[config.mk]
export PLATFORM = sky130hd
export DESIGN_NAME = mem_bus_arbiter
export DESIGN_NICKNAME = d
export VERILOG_FILES = /design/src/rtl/mem_bus_arbiter_pkg.sv /design/src/rtl/mem_bus_arbiter_grant_sel.sv /design/src/rtl/mem_bus_arbiter.sv
export SDC_FILE = /design/constraint.sdc
export NUM_CORES = 1
export LEC_CHECK = 0
export ABC_AREA = 0
export CAP_MARGIN = 15
export CORE_AREA = 2 2 289 291
export DETAILED_ROUTE_END_ITERATION = 12
export DIE_AREA = 0 0 291 293
export HOLD_SLACK_MARGIN = 0.12
export PLACE_DENSITY = 0.48
export SLEW_MARGIN = 25
export SYNTH_ARGS = -nofsm -noshare
export SYNTH_HDL_FRONTEND = slang
export SYNTH_HIERARCHICAL = 1
export SYNTH_SLANG_ARGS = --single-unit
export TNS_END_PERCENT = 50
[constraint.sdc]
create_clock -name clk -period 4.1 [get_ports clk]
set_clock_uncertainty 0.15 [all_clocks]
set_input_delay 0.615 -clock clk [delete_from_list [all_inputs] [get_ports clk]]
set_output_delay 0.615 -clock clk [all_outputs]
set_load 0.005 [all_outputs]
[src/rtl/mem_bus_arbiter_pkg.sv]
// Shared types and constants for the cache-to-memory block arbiter.
package mem_bus_arbiter_pkg;

  localparam int ADDR_W_DEF  = 28;
  localparam int BLOCK_W_DEF = 128;

  typedef enum logic [2:0] {
    IDLE    = 3'd0,
    SERVE_I = 3'd1,
    SERVE_D = 3'd2,
    DONE_I  = 3'd3,
    DONE_D  = 3'd4
  } state_t;

  localparam logic GNT_I = 1'b0;
  localparam logic GNT_D = 1'b1;

endpackage

[src/rtl/mem_bus_arbiter_grant_sel.sv]
// Grant selection between icache and dcache requests.
// With ARB_RR_EN defined, ties go to the client that did not win last time.
module arb_grant_sel
  import mem_bus_arbiter_pkg::*;
(
  input  logic clk,
  input  logic reset,
  input  logic i_req,
  input  logic d_req,
  input  logic grant_en,
  output logic grant_valid,
  output logic grant_id
);

  assign grant_valid = i_req | d_req;

`ifdef ARB_RR_EN
  logic last_grant;

  always_ff @(posedge clk) begin
    if (reset)
      last_grant <= GNT_I;
    else if (grant_en && grant_valid)
      last_grant <= grant_id;
  end

  always_comb begin
    grant_id = GNT_I;
    if (i_req && d_req)
      grant_id = (last_grant == GNT_I) ? GNT_D : GNT_I;
    else if (d_req)
      grant_id = GNT_D;
  end
`else
  logic unused_rr;
  assign unused_rr = clk ^ reset ^ grant_en;

  always_comb begin
    grant_id = GNT_I;
    if (d_req)
      grant_id = GNT_D;
  end
`endif

endmodule

[src/rtl/mem_bus_arbiter.sv]
// Serialises icache refills and dcache refills/writebacks onto one memory port.
// Optional round-robin tie-break: ARB_RR_EN. States:
//   IDLE    | waiting for a request
//   SERVE_I | icache read in flight on memory
//   SERVE_D | dcache read or write in flight on memory
//   DONE_I  | icache released for one cycle, no new grant
//   DONE_D  | dcache released for one cycle, no new grant
module mem_bus_arbiter
  import mem_bus_arbiter_pkg::*;
#(
  parameter int ADDR_W  = ADDR_W_DEF,
  parameter int BLOCK_W = BLOCK_W_DEF
) (
  input  logic               clk,
  input  logic               reset,
  input  logic               i_read,
  input  logic [ADDR_W-1:0]  i_address,
  output logic [BLOCK_W-1:0] i_readdata,
  output logic               i_busywait,
  input  logic               d_read,
  input  logic               d_write,
  input  logic [ADDR_W-1:0]  d_address,
  input  logic [BLOCK_W-1:0] d_writedata,
  output logic [BLOCK_W-1:0] d_readdata,
  output logic               d_busywait,
  output logic               mem_read,
  output logic               mem_write,
  output logic [ADDR_W-1:0]  mem_address,
  output logic [BLOCK_W-1:0] mem_writedata,
  input  logic [BLOCK_W-1:0] mem_readdata,
  input  logic               mem_busywait
);

  state_t               state, state_n;
  logic                 mem_read_n, mem_write_n;
  logic [ADDR_W-1:0]    mem_address_n;
  logic [BLOCK_W-1:0]   mem_writedata_n, i_readdata_n, d_readdata_n;
  logic                 grant_valid, grant_id;

  arb_grant_sel u_grant_sel (
    .clk        (clk),
    .reset      (reset),
    .i_req      (i_read),
    .d_req      (d_read | d_write),
    .grant_en   (state == IDLE),
    .grant_valid(grant_valid),
    .grant_id   (grant_id)
  );

  always_comb begin
    state_n         = state;
    mem_read_n      = mem_read;
    mem_write_n     = mem_write;
    mem_address_n   = mem_address;
    mem_writedata_n = mem_writedata;
    i_readdata_n    = i_readdata;
    d_readdata_n    = d_readdata;
    unique case (state)
      IDLE: begin
        if (grant_valid) begin
          if (grant_id == GNT_D) begin
            state_n         = SERVE_D;
            mem_address_n   = d_address;
            mem_writedata_n = d_writedata;
            // read+write together is illegal; the write wins
            mem_read_n      = d_read & ~d_write;
            mem_write_n     = d_write;
          end else begin
            state_n       = SERVE_I;
            mem_address_n = i_address;
            mem_read_n    = 1'b1;
            mem_write_n   = 1'b0;
          end
        end
      end
      SERVE_I: begin
        if (!mem_busywait) begin
          state_n      = DONE_I;
          mem_read_n   = 1'b0;
          mem_write_n  = 1'b0;
          i_readdata_n = mem_readdata;
        end
      end
      SERVE_D: begin
        if (!mem_busywait) begin
          state_n     = DONE_D;
          mem_read_n  = 1'b0;
          mem_write_n = 1'b0;
          if (mem_read)
            d_readdata_n = mem_readdata;
        end
      end
      DONE_I, DONE_D: state_n = IDLE;
      default:        state_n = IDLE;
    endcase
  end

  always_ff @(posedge clk) begin
    if (reset) begin
      state         <= IDLE;
      mem_read      <= 1'b0;
      mem_write     <= 1'b0;
      mem_address   <= '0;
      mem_writedata <= '0;
      i_readdata    <= '0;
      d_readdata    <= '0;
    end else begin
      state         <= state_n;
      mem_read      <= mem_read_n;
      mem_write     <= mem_write_n;
      mem_address   <= mem_address_n;
      mem_writedata <= mem_writedata_n;
      i_readdata    <= i_readdata_n;
      d_readdata    <= d_readdata_n;
    end
  end

  assign i_busywait = i_read & (state != DONE_I);
  assign d_busywait = (d_read | d_write) & (state != DONE_D);

endmodule
==> out/summary.md <==
## Status
* finished, final reports clean — outcome

## Placed design
* 50900 microns — HPWL Detailed
* 733 — count of buffers from port buffering
* 0.820 — placer's final routability congestion estimate
* 23800 sq um — DP Area

## Floorplan
* 85300 sq um — Die Outline Area
* 291 microns — die width
* 81800 sq um — Floorplan Core Area
* 734 — I/O Pins
* 293 microns — die height
* 19.1% — Starting Density
* 105 — Rows

## STA
* 3000 ps — final critical path time including I/O delays and setup
* 333 MHz — achievable clock frequency
* 0 — number of hold violations in the final report
* 73.2% — post-route fraction of the period consumed by the critical path
* 41.1% — remaining max-slew budget at the tightest pin
* 0 — max-slew violation count
* no — unrepaired setup endpoints after global routing
* 302 ps — hold slack final
* 0 — Setup-failing EPs final
* 0 ps — TNS Setup
* 884 ps — transition time at the pin with the least slew margin

## Worst setup path
* flop — startpoint types
* output pin — crit end category
* 13 — critical-path maximum fanout
* 3340 ps — CP required
* flop to output pin — Critical Setup Path Class
* 2240 ps — arrival time reported for the critical path endpoint

## Detailed routing
* 4.51 — Vias/cell
* 71500 microns — Final Routed Wirelength
* 0 — post-detailed-route count of antenna-violating nets
* 0 — number of remaining DRC errors
* 16341 — via count
* 19.7 microns — WL/cell
* 5 — number of search-and-repair iterations in the first detailed-routing pass
* 921 — initial DRC count

## Clock network
* 3 — buffer depth of the longest clock path
* 417 — number of clock sinks
* 0 — Post-CTS Setup Repair Bufs
* 580 ps — latest clock arrival within the worst-skew pair
* 60 ps — CTS clock-pin slew for the worst setup and hold paths
* 2 — H-Tree Depth
* clkbuf_16 — buffer cell driving the clock tree root
* 0 — Post-CTS Hold Fix Bufs
* done — CTS tree
* 49 — Num CTS Buffers
* 0 — CTS resizes

## Synthesis
* 417 x dfxtp_1, 385 x a21oi_1, 259 x nand2_1 — most frequent cells after synthesis
* 1890 — number of cells produced by synthesis
* dfxtp_1 — most area-hungry cell type in the Yosys netlist
* 2208 — synthesized netlist net count
* 417 — synthesis-stage register bit count
* 8.27 sq um — Post-Synthesis Mean Instance Area
* dfxtp_1 — most common cell in the synthesized netlist
* dfxtp_1 53%, a21oi_1 12%, nand3_1 8.2% — top post-synthesis cells by area
* 15600 sq um — synthesized cell area
* dfxtp_1 — main flop type after synthesis
* 53.4% — top cell type's share of synthesized area
* 35 — number of distinct library cells after synthesis
* 6 — Synth warnings
* 53.4% — fraction of the yosys area taken by sequential cells
* 0 — number of flops mapped to enable cells by yosys
* 0% — fraction of registers with async set/reset

## Pwr
* 423 nW/um^2 — Pwr Density
* 8.55 nW — Pleak
* 10.8 mW — total power of the final layout
* 0.286 mV — Max rail drop VDD

## GRT
* 105000 microns — global-route wire length before repair
* 27.8% — grt met2 use
* 15.9% — overall global routing resource usage
* 17.6% — met1 track demand over resource in global routing
* 105 — maximum number of pins on one net before global-route repair
* 16204 — vias in the first global route
* met2 — peak-usage layer in the global routing report
* 0 — Congestion Overflow GR
* 12 — antenna violations before repair
* 5.95% — M3 GR Usage

## Run
* 0 — Max-cap violations

## Worst hold path
* flop to flop — Hold/Removal Path Class

## Cells and area
* 2822 — final layout net count
* 25500 sq um — post-route cell area
* 4.80% — proportion of layout cells with a drive suffix above 1
* 63.3% — area growth from synthesis to final layout

## critical path: stages (launching register included)
cell and delay [ps]:
dfxtp_1 710, nor2_1 140, a21boi_0 230, clkdlybuf4s50_1 590
## state kept, by name, summed over array words and instances, names as in the netlist
signal         flops
mem_write          1
mem_writedata    128
d_readdata       128
i_readdata       128
mem_address       28
state              3
mem_read           1
## metal layers
| metal | routed length (microns) | vias up | part of all wire, % |
|---|---|---|---|
| met5 | 95 | - | 0.13 |
| met1 | 27100 | 7755 | 38 |
| met3 | 6780 | 107 | 9.5 |
| li1 | - | 7821 | - |
| met4 | 2590 | 14 | 3.6 |
| met2 | 35000 | 644 | 49 |
## path summary, 6_finish.rpt
path | startpoint | to | slack [ps] | cells after the start
min reg2reg | i_readdata[112]$_SDFFE_PP0P_ | i_readdata[112]$_SDFFE_PP0P_ | 300 | 2
max reg2reg | state[2]$_SDFFE_PP0P_ | mem_writedata[40]$_SDFFE_PP0P_ | 1350 | 4
min | i_readdata[112]$_SDFFE_PP0P_ | i_readdata[112]$_SDFFE_PP0P_ | 300 | 2
max | state[0]$_SDFFE_PP0P_ | d_busywait | 1100 | 3
## power breakdown
group	switching, mW	internal (mW)
sequential	0.114	4.26
clock	1.80	2.90
combinational	0.893	0.823
## layout make-up
cell class | instances | area (sq um)
fill | 8557 | 56300
inverter | 5 | 21.3
timing repair buffer | 763 | 7720
clock buffer | 77 | 1510
clock inverter | 14 | 228
tap | 1070 | 1340
multi-input combinational | 1268 | 6340
antenna | 8 | 20.0
sequential | 417 | 8350
## per-stage QoR
stage,setup WS [ps],utilization (%),cells
floorplan,1900,-,1890
global placement,962,29.0,3523
detailed placement,906,29.0,3523
CTS,1060,31.2,3614
global route,897,31.2,3616
finish,1100,31.2,3622
## cell families after synthesis
family	after synthesis	share of synthesized area [%]
buffers and inverters	205	6.40
muxes	30	1.92
AOI/OAI and AO/OA	676	22.2
xor gates and xnor gates	1	0.0560
and+or+nand+nor	561	16.0
DFF	417	53.4
## cell usage in the layout, fill, tap and decap left out, drive strengths merged, types with 2 or more instances in the layout
cell | Yosys | routed
or2 | 2 | 2
nor4b | 2 | 2
a21oi | 385 | 385
inv | 5 | 6
nand3 | 256 | 256
a211oi | 28 | 28
clkbuf | 121 | 77
o21ai | 257 | 257
dfxtp | 417 | 417
mux2i | 30 | 30
nor2 | 29 | 29
bufinv | 0 | 6
nand2 | 259 | 259
nor4 | 2 | 2
diode | 0 | 8
nor2b | 4 | 4
buf | 79 | 31
clkdlybuf4s50 | 0 | 732
clkinv | 0 | 7
No activity file was read; power rests on OpenSTA's default activity.
